### config.mk
export PLATFORM = sky130hd
export DESIGN_NAME = cordic_ln_prenorm
export DESIGN_NICKNAME = d
export VERILOG_FILES = /design/src/rtl/cordic_ln_prenorm_pkg.sv /design/src/rtl/cordic_ln_prenorm_lod32.sv /design/src/rtl/cordic_ln_prenorm.sv
export SDC_FILE = /design/constraint.sdc
export NUM_CORES = 1
export LEC_CHECK = 0
export BUFFER_PORTS_ARGS = -buffer_cell sky130_fd_sc_hd__buf_2
export CORE_ASPECT_RATIO = 0.8
export CORE_MARGIN = 5
export CORE_UTILIZATION = 49
export DETAILED_ROUTE_END_ITERATION = 8
export GPL_TIMING_DRIVEN = 0
export PLACE_DENSITY = 0.8
export SLEW_MARGIN = 30
export SYNTH_ARGS = -nofsm -noshare
export SYNTH_HDL_FRONTEND = slang
export SYNTH_SLANG_ARGS = --single-unit
### constraint.sdc
create_clock -name clk -period 7.25 [get_ports clk]
set_input_delay 1.8125 -clock clk [delete_from_list [all_inputs] [get_ports clk]]
set_output_delay 1.8125 -clock clk [all_outputs]
set_load 0.02 [all_outputs]
### src/rtl/cordic_ln_prenorm_pkg.sv
// Shared constants for the CORDIC natural-log datapath: the range-reduction
// stage, the log core and the ln(x) reconstruction adder all import these.
package cordic_ln_prenorm_pkg;

   localparam int FRAC = 16;
   localparam int KW   = 6;

   localparam logic signed [31:0] LN2_Q16  = 32'sd45426;
   localparam logic        [31:0] MANT_ONE = 32'h0001_0000;

   // Exponent range produced by a 31-bit magnitude: p in [0,30] -> k = p - FRAC.
   localparam int K_MIN = -FRAC;
   localparam int K_MAX = 30 - FRAC;

endpackage

### src/rtl/cordic_ln_prenorm_lod32.sv
// Leading-one detector over a 31-bit magnitude: pos is the index of the
// highest set bit, zero flags an all-zero input (pos is then 0).
module cordic_lod32
(
   input  logic [30:0] data,
   output logic [4:0]  pos,
   output logic        zero
);

   // Scan low to high so the highest set bit is the last one to win.
   always_comb begin
      pos  = 5'd0;
      zero = 1'b1;
      for (int i = 0; i < 31; i++) begin
         if (data[i]) begin
            pos  = 5'(i);
            zero = 1'b0;
         end
      end
   end

endmodule

### src/rtl/cordic_ln_prenorm.sv
// Range reduction ahead of the CORDIC log core: splits a positive Q16.16
// operand into m * 2^k with m in [1.0, 2.0), and precomputes k*ln2 for the
// reconstruction adder. Three register stages, no backpressure.
module cordic_ln_prenorm
#(
   parameter int FRAC = cordic_ln_prenorm_pkg::FRAC
)
(
   input  logic                                      clk,
   input  logic                                      rst_n,
   input  logic [31:0]                               iData,
   input  logic                                      pre_vaild,
   output logic [31:0]                               oMant,
   output logic signed [cordic_ln_prenorm_pkg::KW-1:0] oK,
   output logic [31:0]                               oOffset,
   output logic                                      oErr,
   output logic                                      post_vaild
);

   import cordic_ln_prenorm_pkg::*;

   logic [31:0]          s1_data;
   logic                 s1_err;
   logic                 s1_vld;

   logic [31:0]          s2_data;
   logic                 s2_err;
   logic signed [KW-1:0] s2_k;
   logic                 s2_vld;

   logic [4:0]           lod_pos;
   logic                 lod_zero;
   logic signed [KW-1:0] k_calc;

   logic [4:0]           sh_amt;
   logic [31:0]          mant_calc;
   logic signed [31:0]   k_ext;
   logic signed [31:0]   off_calc;

   // Stage 1: capture the operand and flag non-positive inputs.
   always_ff @(posedge clk or negedge rst_n) begin
      if (!rst_n) begin
         s1_data <= '0;
         s1_err  <= 1'b0;
         s1_vld  <= 1'b0;
      end else begin
         s1_vld <= pre_vaild;
         if (pre_vaild) begin
            s1_data <= iData;
            s1_err  <= iData[31] | (iData == 32'd0);
         end
      end
   end

   cordic_lod32 u_lod
   (
      .data (s1_data[30:0]),
      .pos  (lod_pos),
      .zero (lod_zero)
   );

   // Exponent relative to the binary point; pos 0..30 maps to k -16..14.
   always_comb begin
      k_calc = $signed({1'b0, lod_pos}) - KW'(FRAC);
   end

   // Stage 2: register the exponent alongside the operand. An all-zero
   // magnitude is already an error from stage 1; OR-ing keeps it robust.
   always_ff @(posedge clk or negedge rst_n) begin
      if (!rst_n) begin
         s2_data <= '0;
         s2_err  <= 1'b0;
         s2_k    <= '0;
         s2_vld  <= 1'b0;
      end else begin
         s2_vld <= s1_vld;
         if (s1_vld) begin
            s2_data <= s1_data;
            s2_err  <= s1_err | lod_zero;
            s2_k    <= k_calc;
         end
      end
   end

   // Barrel shift toward [1.0, 2.0) and the exact k*ln2 product.
   always_comb begin
      sh_amt    = s2_k[KW-1] ? 5'(-s2_k) : 5'(s2_k);
      mant_calc = s2_k[KW-1] ? (s2_data << sh_amt)
                             : 32'($signed(s2_data) >>> sh_amt);
      k_ext     = 32'(s2_k);
      off_calc  = k_ext * LN2_Q16;
   end

   // Stage 3: output registers; error samples emit the neutral m = 1.0, k = 0.
   always_ff @(posedge clk or negedge rst_n) begin
      if (!rst_n) begin
         oMant      <= '0;
         oK         <= '0;
         oOffset    <= '0;
         oErr       <= 1'b0;
         post_vaild <= 1'b0;
      end else begin
         post_vaild <= s2_vld;
         if (s2_vld) begin
            if (s2_err) begin
               oMant   <= MANT_ONE;
               oK      <= '0;
               oOffset <= '0;
               oErr    <= 1'b1;
            end else begin
               oMant   <= mant_calc;
               oK      <= s2_k;
               oOffset <= off_calc;
               oErr    <= 1'b0;
            end
         end
      end
   end

endmodule
== After elaboration in Yosys (flattened, before gate mapping) ==
Index checks and enable logic that the tools add are counted.

* $add $sub $neg: 2
* Multiply operators: 1
* Divide/modulo/power cells: 0
* Magnitude comparators: 0
* Equality and inequality tests: 0
* Shifts and indexed selects: 2
* Multiplexer cells: 67
* Bitwise gates (word level): 2
* Reductions and logical operators: 1

{| class="wikitable"
|+ Operator list
! cell !! number
|-
| $mux 32 || 3
|-
| $mux 5 || 16
|-
| $mux 1 || 33
|-
| $logic_not 32->1 || 1
|-
| $mux 4 || 8
|-
| $shl 32x5->32 || 1
|-
| $sshr 32x5->32 || 1
|-
| $mul 6x16->22 const B || 1
|-
| $mux 3 || 4
|-
| $mux 6 || 1
|-
| $sub 5x5->6 const B || 1
|-
| $neg 5->5 || 1
|-
| $mux 2 || 2
|-
| $or 1x1->1 || 2
|}

* Register bits: 146
* Bits in latches: 0
* Bits in writable memories: 0
* Bits in read-only memories: 0
* Input port bits: 35
* Output and inout bits: 72
* Logic and storage cells: 87
* Memories kept: 0

== Logic depth before layout (Yosys ltp) ==
Gate-level depths: netlist (run 1).

* Depth after elaboration: 32
* Mapped depth: 21
* Mapped depth without buffers: 17

== By module ==
A second synthesis (run 1) with hierarchy kept.

* Cell total of the unflattened synthesis: 1044
* Area, all modules: 10098.4 µm²

{| class="wikitable"
|+ By module, submodules not included
! module !! instances !! cells an instance !! area an instance (µm²) !! seq. area each (µm²)
|-
| cordic_ln_prenorm || 1 || 980 || 9728.1 || 3278.1
|-
| cordic_lod32 || 1 || 64 || 370.4 || 0.0
|}

== Least setup slack after synthesis (run 1) ==
Ideal clock, no wire load.

* Path kind: register to register
* Start: reg s2_k[0]
* End: reg oOffset[21]
* Library setup time: 0.124 ns
* Arrival time: 4.595 ns
* Required time: 7.126 ns
* Path slack: 2.531 ns
* Stages on the path, launching flop included: 22
* Buffers on the path: 4
* Period minus slack after synthesis: 4.719 ns
* Cells stage by stage: dfrtp_1 buf_2 inv_1 buf_2 buf_1 buf_2 ha_1 ha_1 inv_1 fa_1 fa_1 inv_1 ha_1 inv_1 fa_1 nor2b_1 o21a_1 o21a_1 o21ba_2 a21bo_2 a2111oi_0 a211o_1

* Cells in the longest elaborated chain, start to end: 2

{| class="wikitable"
|+ RTL lines
! what !! RTL line !! text
|-
| start: declaration || cordic_ln_prenorm.sv:28 || <nowiki>logic signed [KW-1:0] s2_k;</nowiki>
|-
| start signal: assignment || cordic_ln_prenorm.sv:80 || <nowiki>s2_k <= k_calc;</nowiki>
|-
| $mul 6x16->22 || cordic_ln_prenorm.sv:91 || <nowiki>off_calc = k_ext * LN2_Q16;</nowiki>
|-
| $mux 32 || cordic_ln_prenorm.sv:105 || <nowiki>if (s2_err) begin</nowiki>
|-
| end signal: assignment || cordic_ln_prenorm.sv:113 || <nowiki>oOffset <= off_calc;</nowiki>
|-
| end: declaration || cordic_ln_prenorm.sv:15 || <nowiki>output logic [31:0] oOffset,</nowiki>
|}

Every way passes these cells.
A chain may end at the register's enable or synchronous reset.

== Worst setup path after layout (run 1) ==
* Start: reg s2_k[0]
* End: reg oOffset[20]

Same word-level chain as after synthesis.

==> summary.md, run 1 <==
| Metric | Value |
|---|---|
| Routed length per instance | `23.6 um` |
| Length of routed wiring on met1 | `14800 um` |
| Worst-path clk slew | `0.07 ns` |
| Outcome | `completed` |
| Layout cell share with drive strength beyond 1 | `0.235` |
| Combinational Power Share | `0.420` |
| Crit path arrival time | `6.12 ns` |
| Drt drc | `0` |
| Final Net Count | `1182` |
| Final Cycle Share | `0.799` |
| Setup repair bufs after CTS | `0` |
| Avg Inst Size Synth | `9.88 um^2` |
| Slowest cell on the critical path | `buf_1` |
| Pre-CTS WS | `1.60 ns` |
| Initial antenna violation count | `0` |
| Core Area | `0.0191 mm^2` |
| Worst vdd ir | `167 uV` |
| Fin worst setup slack | `1.46 ns` |
| Post-synth top cells | `mux2i_1, dfrtp_1, nand2_1` |
| Ranking of synthesized cells by area | `dfrtp_1, mux2i_1, mux2_2` |
| Via count | `8521` |
| Register area share after synthesis | `0.342` |
| Highest layer used for signal routing | `met4` |
| Cts hold-fix bufs | `0` |
| Post-DRT Antenna Nets | `0` |
| Top-count cell post-synth | `mux2i_1` |
| Largest area contributor in the netlist | `dfrtp_1` |
| Total Power | `3.22 mW` |
| Max Transition Viols Final | `0` |
| Starting Density | `0.502` |
| Min cycle time layout | `5.79 ns` |
| Flip-flop and latch area | `0.00328 mm^2` |
| Hold wc startpoint | `s2_vld` |
| EDFF count, synth | `0` |
| Setup Skew | `0.0128 ns` |
| Layout Utilization | `0.581` |
| DIE WIDTH | `166 um` |
| First-pass GRT wire length | `49400 um` |
| Ys Warns | `0` |
| Crit-path cells | `buf_2 > inv_1 > buf_2 > buf_1 > buf_2 > ha_1 > ha_1 > inv_1 > fa_1 > fa_1 > inv_1 > ha_1 > a21oi_1 > o211ai_1 > nor2_1 > o31ai_1 > a31oi_1 > xnor2_1 > a22o_1` |
| Clock sink count | `131` |
| Seq pwr share | `0.301` |
| Slew @ Worst Pin | `1.04 ns` |
| Buffers added on ports | `105` |
| Critical Setup Path Class | `flip-flop to flip-flop` |
| Cts repair resizes | `0` |
| Clock latency on the worst-skew pair | `0.44 ns` |
| Mapped Area | `0.00958 mm^2` |
| # fillers | `1661` |
| GRT Total Usage | `0.283` |
| Detailed Route WL | `32100 um` |
| Metal3 WL | `2930 um` |
| H-tree levels | `4` |
| #FFs+latches synth | `131` |
| CTS Buffer Depth | `2` |
| Post-synth top area share | `0.342` |
| Cell variety after synth | `76` |
| CP required | `7.58 ns` |
| Reg2Reg Setup Slack | `1.46 ns` |
| Worst Setup SP | `s2_k[0]` |
| Post-synth ARST share | `1.00` |
| CP endpoint kind | `flip-flop` |
| Vias per Instance | `6.24` |
| Final setup TNS | `0 ns` |
| DR iter-0 viols | `868` |
| Pint | `1.86 mW` |
| Die Area | `0.0225 mm^2` |
| Pin count of the biggest net entering global routing | `89` |
| Max FO, Critical Path | `10` |
| Max frequency | `0.173 GHz` |
| Static leakage | `5.28 nW` |
| GP Congestion | `1.02` |
| Crit-path max cell delay | `0.61 ns` |
| Root buffer cell | `clkbuf_16` |
| RSZ-0062 raised after global routing | `no` |
| Multi-input gate area | `0.00572 mm^2` |
| Setup crit end | `oOffset[20]` |
| GRT overflow | `0` |
| Layout Cells excl Fill | `1365` |
| I/O pin count | `107` |
| Register-to-Register Path Depth | `19` |
| Hold Crit Class | `flip-flop to flip-flop` |
| Syn nets | `1057` |
| Worst flop-to-flop path endpoint | `oOffset[20]` |
| Switching share of total power | `0.422` |
| Pre-antenna DRT Iters | `6` |
| Clock power frac | `0.279` |
| # setup viols final | `0` |
| Primary FF master, synth | `dfrtp_1` |
| Chip Height | `135 um` |
| Placed wire-length estimate | `25100 um` |
| TritonCTS Buffers | `17` |
| Area growth, synth to finish | `15.8%` |
| CTS tree | `built` |
| Cell Pwr Density | `291 mW/mm^2` |
| Crit path launch type | `flip-flop` |
| Row cnt | `45` |
| Hold Vio Cnt, Final | `0` |
| Met2 WL | `13600 um` |
| Ant diodes | `0` |
| Relative slew margins | `0.305` |
| FF-to-FF Start | `s2_k[0]` |
| Placed Cells | `1333` |
| Max-cap violation count | `0` |
| Vias in the first global route | `8228` |
| Count of mapped cells out of synthesis | `969` |
| NetSw | `1.36 mW` |
-- cell usage in the layout (no fill, tap or decap), types with 10 or more instances in the layout --
| cell | instances |
|---|---|
| buf_1 | 15 |
| fa_1 | 10 |
| buf_4 | 20 |
| a31oi_1 | 11 |
| ha_1 | 43 |
| inv_1 | 51 |
| nor4_1 | 19 |
| clkbuf_16 | 17 |
| buf_2 | 115 |
| nand2_1 | 94 |
| clkbuf_1 | 24 |
| nor2_1 | 48 |
| a21oi_1 | 38 |
| o21ai_0 | 35 |
| mux2_2 | 65 |
| dfrtp_1 | 131 |
| mux2i_1 | 146 |
| o31ai_1 | 13 |
| a221o_1 | 11 |
| a211oi_1 | 11 |
| nand3_1 | 22 |
-- routing by layer --
layer | global-route usage | vias to the layer above
met1 | 0.426 | 4232
met5 | 0 | -
met4 | 0.0841 | 0
li1 | - | 3795
met3 | 0.0609 | 48
met2 | 0.410 | 446
-- worst min path at each step --
stage | to | cells past startpoint
CTS | post_vaild | 0
global placement | post_vaild | 0
floorplan | post_vaild | 0
finish | post_vaild | 0
global route | post_vaild | 0
detailed placement | post_vaild | 0
-- registers in the layout (all words and copies together) (netlist names) --
name,count
s2_data,32
s2_err,1
s2_vld,1
post_vaild,1
s2_k,5
s1_data,32
oOffset,19
oMant,32
s1_vld,1
oErr,1
s1_err,1
oK,5
-- kinds of logic (layout without fill, tap and decap cells) --
group	after synthesis	in the layout	share of synthesized area
flops	131	131	0.342
xor+xnor	14	14	0.0148
mux	222	222	0.254
other cells	1	1	0.000392
compound gates	189	189	0.137
simple gates	233	233	0.113
fa+ha+maj	53	53	0.0771
buf+inv	126	264	0.0618
-- final cells by class --
class                   count  share of cell area
plain buffers              74              0.0358
clock buffers              17              0.0384
clock inverters            15              0.0172
inverters                  52              0.0176
multi-input cells         712               0.516
flip-flops and latches    131               0.296
well taps                 258              0.0291
repair buffers            106              0.0508
-- through the flow --
step	hold slack [ns]	instance area [um^2]
finish	0.391	11100
global route	0.419	11100
CTS	0.401	11100
detailed placement	0.368	10500
global placement	0.377	10400
floorplan	0.349	9580
-- worst max-delay path, delay by kind of cell, from the launching register on --
| kind | cells | cell delay, ns |
|---|---|---|
| xor+xnor | 1 | 0.17 |
| fa+ha+maj | 5 | 1.55 |
| buf+inv | 7 | 1.90 |
| compound gates | 5 | 1.43 |
| simple gates | 1 | 0.12 |
| flops | 1 | 0.47 |
-- power by group through the flow --
stage | Sequential, mW | Clock, mW | Combinational [mW]
2_1_floorplan | 1.04 | 0 | 0.818
3_3_place_gp | 0.972 | 0 | 1.30
3_5_place_dp | 0.981 | 0 | 1.32
4_1_cts | 0.968 | 0.901 | 1.33
5_1_grt | 0.990 | 0.933 | 1.44
6_report | 0.971 | 0.898 | 1.35
No activity file was read; power rests on OpenSTA's default activity.
==> run 2: changes to the inputs <==
--- a/config.mk
+++ b/config.mk
@@ -11,7 +11,7 @@
 export CORE_UTILIZATION = 49
 export DETAILED_ROUTE_END_ITERATION = 8
 export GPL_TIMING_DRIVEN = 0
-export PLACE_DENSITY = 0.8
+export PLACE_DENSITY = 0.82
 export SLEW_MARGIN = 30
 export SYNTH_ARGS = -nofsm -noshare
 export SYNTH_HDL_FRONTEND = slang
==> constraint.sdc (replaced) <==
create_clock -name clk -period 4.8 [get_ports clk]
set_input_delay 1.2 -clock clk [delete_from_list [all_inputs] [get_ports clk]]
set_output_delay 1.2 -clock clk [all_outputs]
set_load 0.02 [all_outputs]
==> summary.md, run 2 (synthesized netlist as in run 1, its figures left out) <==
| Metric | Value |
|---|---|
| Hold Crit Class | `flip-flop to flip-flop` |
| Worst-path clk slew | `0.07 ns (about the same)` |
| Initial antenna violation count | `0 (unchanged)` |
| Cell Pwr Density | `439 mW/mm^2 (+51%)` |
| Static leakage | `5.29 nW (+0.33%)` |
| Pin count of the biggest net entering global routing | `87 (-2.2%)` |
| Crit path depth | `20 (+1)` |
| CP required | `5.11 ns (-2.47 ns)` |
| GRT Total Usage | `0.278 (-0.00520)` |
| Most common cell after layout, fill and taps aside | `mux2i_1` |
| Hold Vio Cnt, Final | `0 (unchanged)` |
| Setup Skew | `0.0159 ns (+0.00303 ns)` |
| RSZ-0062 raised after global routing | `no` |
| Final Net Count | `1182 (unchanged)` |
| First-pass GRT wire length | `48500 um (-1.7%)` |
| Vias in the first global route | `7972 (-3.1%)` |
| Slew @ Worst Pin | `1.05 ns (+0.00827 ns)` |
| Worst Setup SP | `s2_k[0]` |
| Length of routed wiring on met1 | `15100 um (+1.8%)` |
| Multi-input gate area | `0.00573 mm^2 (+0.18%)` |
| Register-to-Register Path Depth | `20 (+1)` |
| Worst flop-to-flop path endpoint | `oOffset[21]` |
| Clock latency on the worst-skew pair | `0.43 ns (about the same)` |
| Row cnt | `45 (unchanged)` |
| Routed length per instance | `23.2 um (-1.6%)` |
| Placed Cells | `1333 (unchanged)` |
| Top delay family on crit path | `adder cells` |
| Crit-path max cell delay | `0.47 ns (-0.14 ns)` |
| Layout Cells excl Fill | `1365 (unchanged)` |
| Max-cap violation count | `0 (unchanged)` |
| Reg2Reg Setup Slack | `0.19 ns (-1.26 ns)` |
| Buffers added on ports | `105 (unchanged)` |
| Highest layer used for signal routing | `met4` |
| Chip Height | `135 um (unchanged)` |
| Placed wire-length estimate | `24800 um (-1.2%)` |
| Layout Utilization | `0.583 (+0.00249)` |
| CP endpoint kind | `flip-flop` |
| Min cycle time layout | `4.61 ns (-1.19 ns)` |
| Final Cycle Share | `0.959 (+0.160)` |
| Via count | `8400 (-1.4%)` |
| Clock sink count | `131 (unchanged)` |
| Max Transition Viols Final | `0 (unchanged)` |
| Detailed Route WL | `31600 um (-1.6%)` |
| Crit path arrival time | `4.92 ns (-1.20 ns)` |
| Max frequency | `0.217 GHz (+26%)` |
| Starting Density | `0.502 (unchanged)` |
| Largest regs | `oMant x32, s1_data x32, s2_data x32` |
| # setup viols final | `0 (unchanged)` |
| # fillers | `1626 (-2.1%)` |
| GRT overflow | `0 (unchanged)` |
| Worst vdd ir | `222 uV (+33%)` |
| Layout cell share with drive strength beyond 1 | `0.245 (+0.00994)` |
| DIE WIDTH | `166 um (unchanged)` |
| GP Congestion | `1.02 (about the same)` |
| Metal3 WL | `2630 um (-10%)` |
| Slowest cell on the critical path | `dfrtp_2` |
| Relative slew margins | `0.284 (-0.0210)` |
| Ant diodes | `0 (unchanged)` |
| Area growth, synth to finish | `16.3%` |
| Pre-antenna DRT Iters | `5 (-1)` |
| Vias per Instance | `6.15 (-1.4%)` |
| Critical Path Most Common Cell | `inv_1` |
| Outcome | `completed` |
| Commonest non-fill, non-tap cells in the layout | `mux2i_1, dfrtp_1, buf_2, nand2_1, mux2_2` |
| Post-DRT Antenna Nets | `0 (unchanged)` |
| Drt drc | `0 (unchanged)` |
| Setup crit end | `oOffset[21]` |
| Flip-flop and latch area | `0.00328 mm^2 (about the same)` |
| FF-to-FF Start | `s2_k[0]` |
| Bufs and invs on worst path | `7 (unchanged)` |
| DR iter-0 viols | `864 (-0.46%)` |
| I/O pin count | `107 (unchanged)` |
| Crit path launch type | `flip-flop` |
| Critical Setup Path Class | `flip-flop to flip-flop` |
| Max FO, Critical Path | `19 (+9)` |
| CTS tree | `built` |
| Met2 WL | `13300 um (-2.7%)` |
| Core Area | `0.0191 mm^2 (unchanged)` |
| CTS Buffer Depth | `2 (unchanged)` |
| TritonCTS Buffers | `17 (unchanged)` |
| Die Area | `0.0225 mm^2 (unchanged)` |
| Root buffer cell | `clkbuf_16` |
| Cts hold-fix bufs | `0 (unchanged)` |
| H-tree levels | `4 (unchanged)` |
| Crit-path cells | `buf_6 > inv_1 > buf_12 > buf_6 > ha_2 > ha_1 > inv_1 > fa_1 > fa_1 > inv_1 > ha_1 > inv_1 > fa_1 > nor2b_1 > o21a_1 > o21a_2 > o21ba_2 > a21bo_2 > a2111oi_0 > a211o_1` |
## run 2: final cells by class
type / count / area share
inverter: 52 / 0.0179
clock inverter: 15 / 0.0162
multi-input combinational: 712 / 0.514
sequential: 131 / 0.295
tap: 258 / 0.0290
clock buffer: 17 / 0.0382
buffer: 71 / 0.0373
timing repair buffer: 109 / 0.0526
## run 2: metrics by stage
step	setup WS, ns	TNS, ns	area, um^2	power, mW	hold WS, ns
after CTS	0.00717	0	11100	4.85	0.407
after detailed placement	-0.817	-6.70	10500	3.48	0.389
final	0.195	0	11100	4.89	0.401
after floorplan	0.0812	0	9580	2.80	0.349
after global routing	0.00934	0	11100	5.11	0.426
after global placement	-0.761	-6.26	10400	3.44	0.375
## run 2: worst min-delay path by stage
stage	end	slack [ns]	cells past startpoint	start
detailed placement	post_vaild	0.39	0	s2_vld
global route	post_vaild	0.43	0	s2_vld
floorplan	post_vaild	0.35	0	s2_vld
finish	post_vaild	0.40	0	s2_vld
global placement	post_vaild	0.37	0	s2_vld
CTS	post_vaild	0.41	0	s2_vld
## run 2: timing repair
| action | 4_1_cts | 5_1_grt |
|---|---|---|
| gates resized for setup | 12 | 9 |
| endpoints found under the setup margin | 18 | 6 |
| hold endpoints to repair | 0 | 0 |
| setup buffers | 0 | 3 |
## run 2: power by group
group	internal (mW)	switching (mW)
logic	0.799	1.26
clock network	0.746	0.609
registers	1.29	0.182
## run 2: layer usage
metal  global-route usage  up-vias
met3               0.0436       41
li1                     -     3801
met2                0.403      422
met5                    0        -
met1                0.436     4136
met4               0.0632        0
==> run 3: changes to the inputs <==
--- a/config.mk
+++ b/config.mk
@@ -7,11 +7,10 @@
 export LEC_CHECK = 0
 export BUFFER_PORTS_ARGS = -buffer_cell sky130_fd_sc_hd__buf_2
 export CORE_ASPECT_RATIO = 0.8
-export CORE_MARGIN = 5
 export CORE_UTILIZATION = 49
 export DETAILED_ROUTE_END_ITERATION = 8
 export GPL_TIMING_DRIVEN = 0
-export PLACE_DENSITY = 0.82
+export PLACE_DENSITY = 0.8
 export SLEW_MARGIN = 30
 export SYNTH_ARGS = -nofsm -noshare
 export SYNTH_HDL_FRONTEND = slang
==> constraint.sdc (replaced) <==
create_clock -name clk -period 4.68 [get_ports clk]
set_input_delay 1.17 -clock clk [delete_from_list [all_inputs] [get_ports clk]]
set_output_delay 1.17 -clock clk [all_outputs]
set_load 0.02 [all_outputs]
==> summary.md, run 3 (synthesized netlist as in run 1, its figures left out) <==
| Metric | Value |
|---|---|
| Slew @ Worst Pin | `1.18 ns (+0.135 ns)` |
| GRT Total Usage | `0.315 (+0.0369)` |
| Instance area at placement | `0.0105 mm^2 (about the same)` |
| Crit path arrival time | `4.79 ns (-0.13 ns)` |
| Worst-path clk slew | `0.07 ns (about the same)` |
| CTS tree | `built` |
| H-tree levels | `4 (unchanged)` |
| Initial antenna violation count | `0 (unchanged)` |
| Detailed Route WL | `30800 um (-2.7%)` |
| # setup viols final | `0 (unchanged)` |
| Layout cell share with drive strength beyond 1 | `0.255 (+0.0101)` |
| Vias per Instance | `6.16 (about the same)` |
| NetSw | `2.09 mW (+1.9%)` |
| Hold Crit Class | `flip-flop to flip-flop` |
| RSZ-0062 raised after global routing | `no` |
| Outcome | `completed` |
| Post-DRT Antenna Nets | `0 (unchanged)` |
| Final instance area | `0.0112 mm^2 (+0.85%)` |
| Pint | `2.93 mW (+3.3%)` |
| Layout Cells excl Fill | `1376 (+0.81%)` |
| CTS Buffer Depth | `2 (unchanged)` |
| Max frequency | `0.224 GHz (+3.0%)` |
| Pin count of the biggest net entering global routing | `90 (+3.4%)` |
| Setup Skew | `0.0144 ns (-0.00142 ns)` |
| I/O pin count | `107 (unchanged)` |
| Root buffer cell | `clkbuf_16` |
| Critical Setup Path Class | `flip-flop to flip-flop` |
| Layout Utilization | `0.590 (+0.00672)` |
| Chip Height | `127 um (-5.9%)` |
| Switching share of total power | `0.417 (-0.00344)` |
| Clock sink count | `131 (unchanged)` |
| DR iter-0 viols | `795 (-8.0%)` |
| Largest regs | `oMant x32, s1_data x32, s2_data x32` |
| Max FO, Critical Path | `11 (-8)` |
| Routed length per instance | `22.4 um (-3.5%)` |
| Pre-CTS WS | `-0.612 ns (+0.205 ns)` |
| Placed wire-length estimate | `24000 um (-3.4%)` |
| Combinational Power Share | `0.425 (+0.003)` |
| DIE WIDTH | `158 um (-4.8%)` |
| Final Cycle Share | `0.956 (-0.00383)` |
| Starting Density | `0.503 (+0.00148)` |
| CP endpoint kind | `flip-flop` |
| Area growth, synth to finish | `17.2%` |
| GRT overflow | `0 (unchanged)` |
| Ant diodes | `0 (unchanged)` |
| Core Area | `0.0190 mm^2 (-0.29%)` |
| Clock power frac | `0.276 (about the same)` |
| Hold Vio Cnt, Final | `0 (unchanged)` |
| Max Transition Viols Final | `0 (unchanged)` |
| Buffers added on ports | `105 (unchanged)` |
| Clock latency on the worst-skew pair | `0.44 ns (about the same)` |
| First-pass GRT wire length | `47300 um (-2.7%)` |
| Seq pwr share | `0.299 (about the same)` |
| Relative slew margins | `0.192 (-0.0922)` |
| Crit path launch type | `flip-flop` |
| TritonCTS Buffers | `17 (unchanged)` |
| CP required | `5.00 ns (-0.11 ns)` |
| Min cycle time layout | `4.47 ns (-0.133 ns)` |
| Cell Pwr Density | `447 mW/mm^2 (+1.9%)` |
| Max-cap violation count | `0 (unchanged)` |
| Worst vdd ir | `251 uV (+13%)` |
| Placed Cells | `1333 (unchanged)` |
| Row cnt | `45 (unchanged)` |
| Cts hold-fix bufs | `0 (unchanged)` |
| Most common cell after layout, fill and taps aside | `mux2i_1` |
| Die Area | `0.0201 mm^2 (-10%)` |
| Via count | `8471 (+0.85%)` |
| Final Net Count | `1193 (+0.93%)` |
| Vias in the first global route | `7945 (-0.34%)` |
| Pre-antenna DRT Iters | `8 (+3)` |
| Fin worst setup slack | `0.208 ns (+0.0131 ns)` |
| GP Congestion | `1.01 (-1.0%)` |
| Total Power | `5.02 mW (+2.7%)` |
| Static leakage | `5.35 nW (+1.0%)` |
| Drt drc | `0 (unchanged)` |
| Commonest non-fill, non-tap cells in the layout | `mux2i_1, dfrtp_1, buf_2, nand2_1, mux2_2` |
run 3: changes by cell type in the layout (fill, tap and decap cells not counted):
cell | before | now
buf_4 | 23 | 34
buf_6 | 6 | 5
clkinv_8 | 3 | 2
nor2b_1 | 4 | 3
inv_6 | 6 | 4
a2111oi_2 | 0 | 1
buf_8 | 1 | 2
dfrtp_1 | 129 | 128
inv_8 | 3 | 6
nor2b_2 | 0 | 1
a2111oi_1 | 1 | 0
dfrtp_2 | 2 | 3
run 3: power by group through the flow:
stage | Sequential [mW] | Combinational, mW | Clock [mW]
after floorplan | 1.61 | 1.27 | 0
after global placement | 1.51 | 2.01 | 0
after detailed placement | 1.52 | 2.04 | 0
after CTS | 1.50 | 2.06 | 1.39
after global routing | 1.53 | 2.30 | 1.45
final | 1.50 | 2.13 | 1.39
run 3: repair_timing:
item                                    in CTS  in global routing
setup buffers                                0                 14
endpoints found under the setup margin      10                  7
gates resized for setup                     10                 12
pin swaps                                    0                  1
cloned                                       0                  0
run 3: layer usage:
metal / GRT usage / part of all wire / up-vias
li1: - / - / 3826
met1: 0.468 / 0.46 / 4132
met2: 0.453 / 0.42 / 446
met3: 0.0770 / 0.095 / 67
met4: 0.0831 / 0.027 / 0
met5: 0 / 0 / -
run 3: path summary, 6_finish.rpt:
kind / startpoint / end / slack, ns / depth (start not counted)
min: s2_vld / post_vaild / 0.39 / 0
max reg2reg: s2_k[3] / oOffset[20] / 0.21 / 17
max: s2_k[3] / oOffset[20] / 0.21 / 17
min reg2reg: s2_vld / post_vaild / 0.39 / 0
min in group asynchronous: rst_n / oMant[9] / 0.62 / 1
max in group asynchronous: rst_n / s2_data[14] / 3.30 / 2
run 3: cell type report:
type / count / area [um^2]
Fill cell: 1652 / 7800
Multi-Input combinational cell: 712 / 5730
Sequential cell: 131 / 3280
Timing Repair Buffer: 120 / 668
Clock buffer: 17 / 425
Buffer: 71 / 419
Tap cell: 258 / 323
Inverter: 52 / 199
Clock inverter: 15 / 180
run 3: through the flow:
stage	setup TNS, ns	hold WS, ns
3_5_place_dp	-3.95	0.366
2_1_floorplan	0	0.349
5_1_grt	0	0.403
4_1_cts	0	0.389
6_report	0	0.387
3_3_place_gp	-3.65	0.375
run 3: worst max-delay path, cell delays in order, from the launching register on:
cell        delay (ns)
dfrtp_2           0.56
clkinvlp_4        0.20
clkbuf_2          0.26
ha_1              0.33
inv_1             0.15
ha_1              0.17
inv_1             0.05
fa_1              0.48
inv_1             0.05
ha_1              0.31
ha_1              0.29
a21oi_1           0.08
o211ai_1          0.31
nor2_1            0.13
o31ai_2           0.43
a31oi_1           0.17
xnor2_1           0.15
a22o_1            0.23
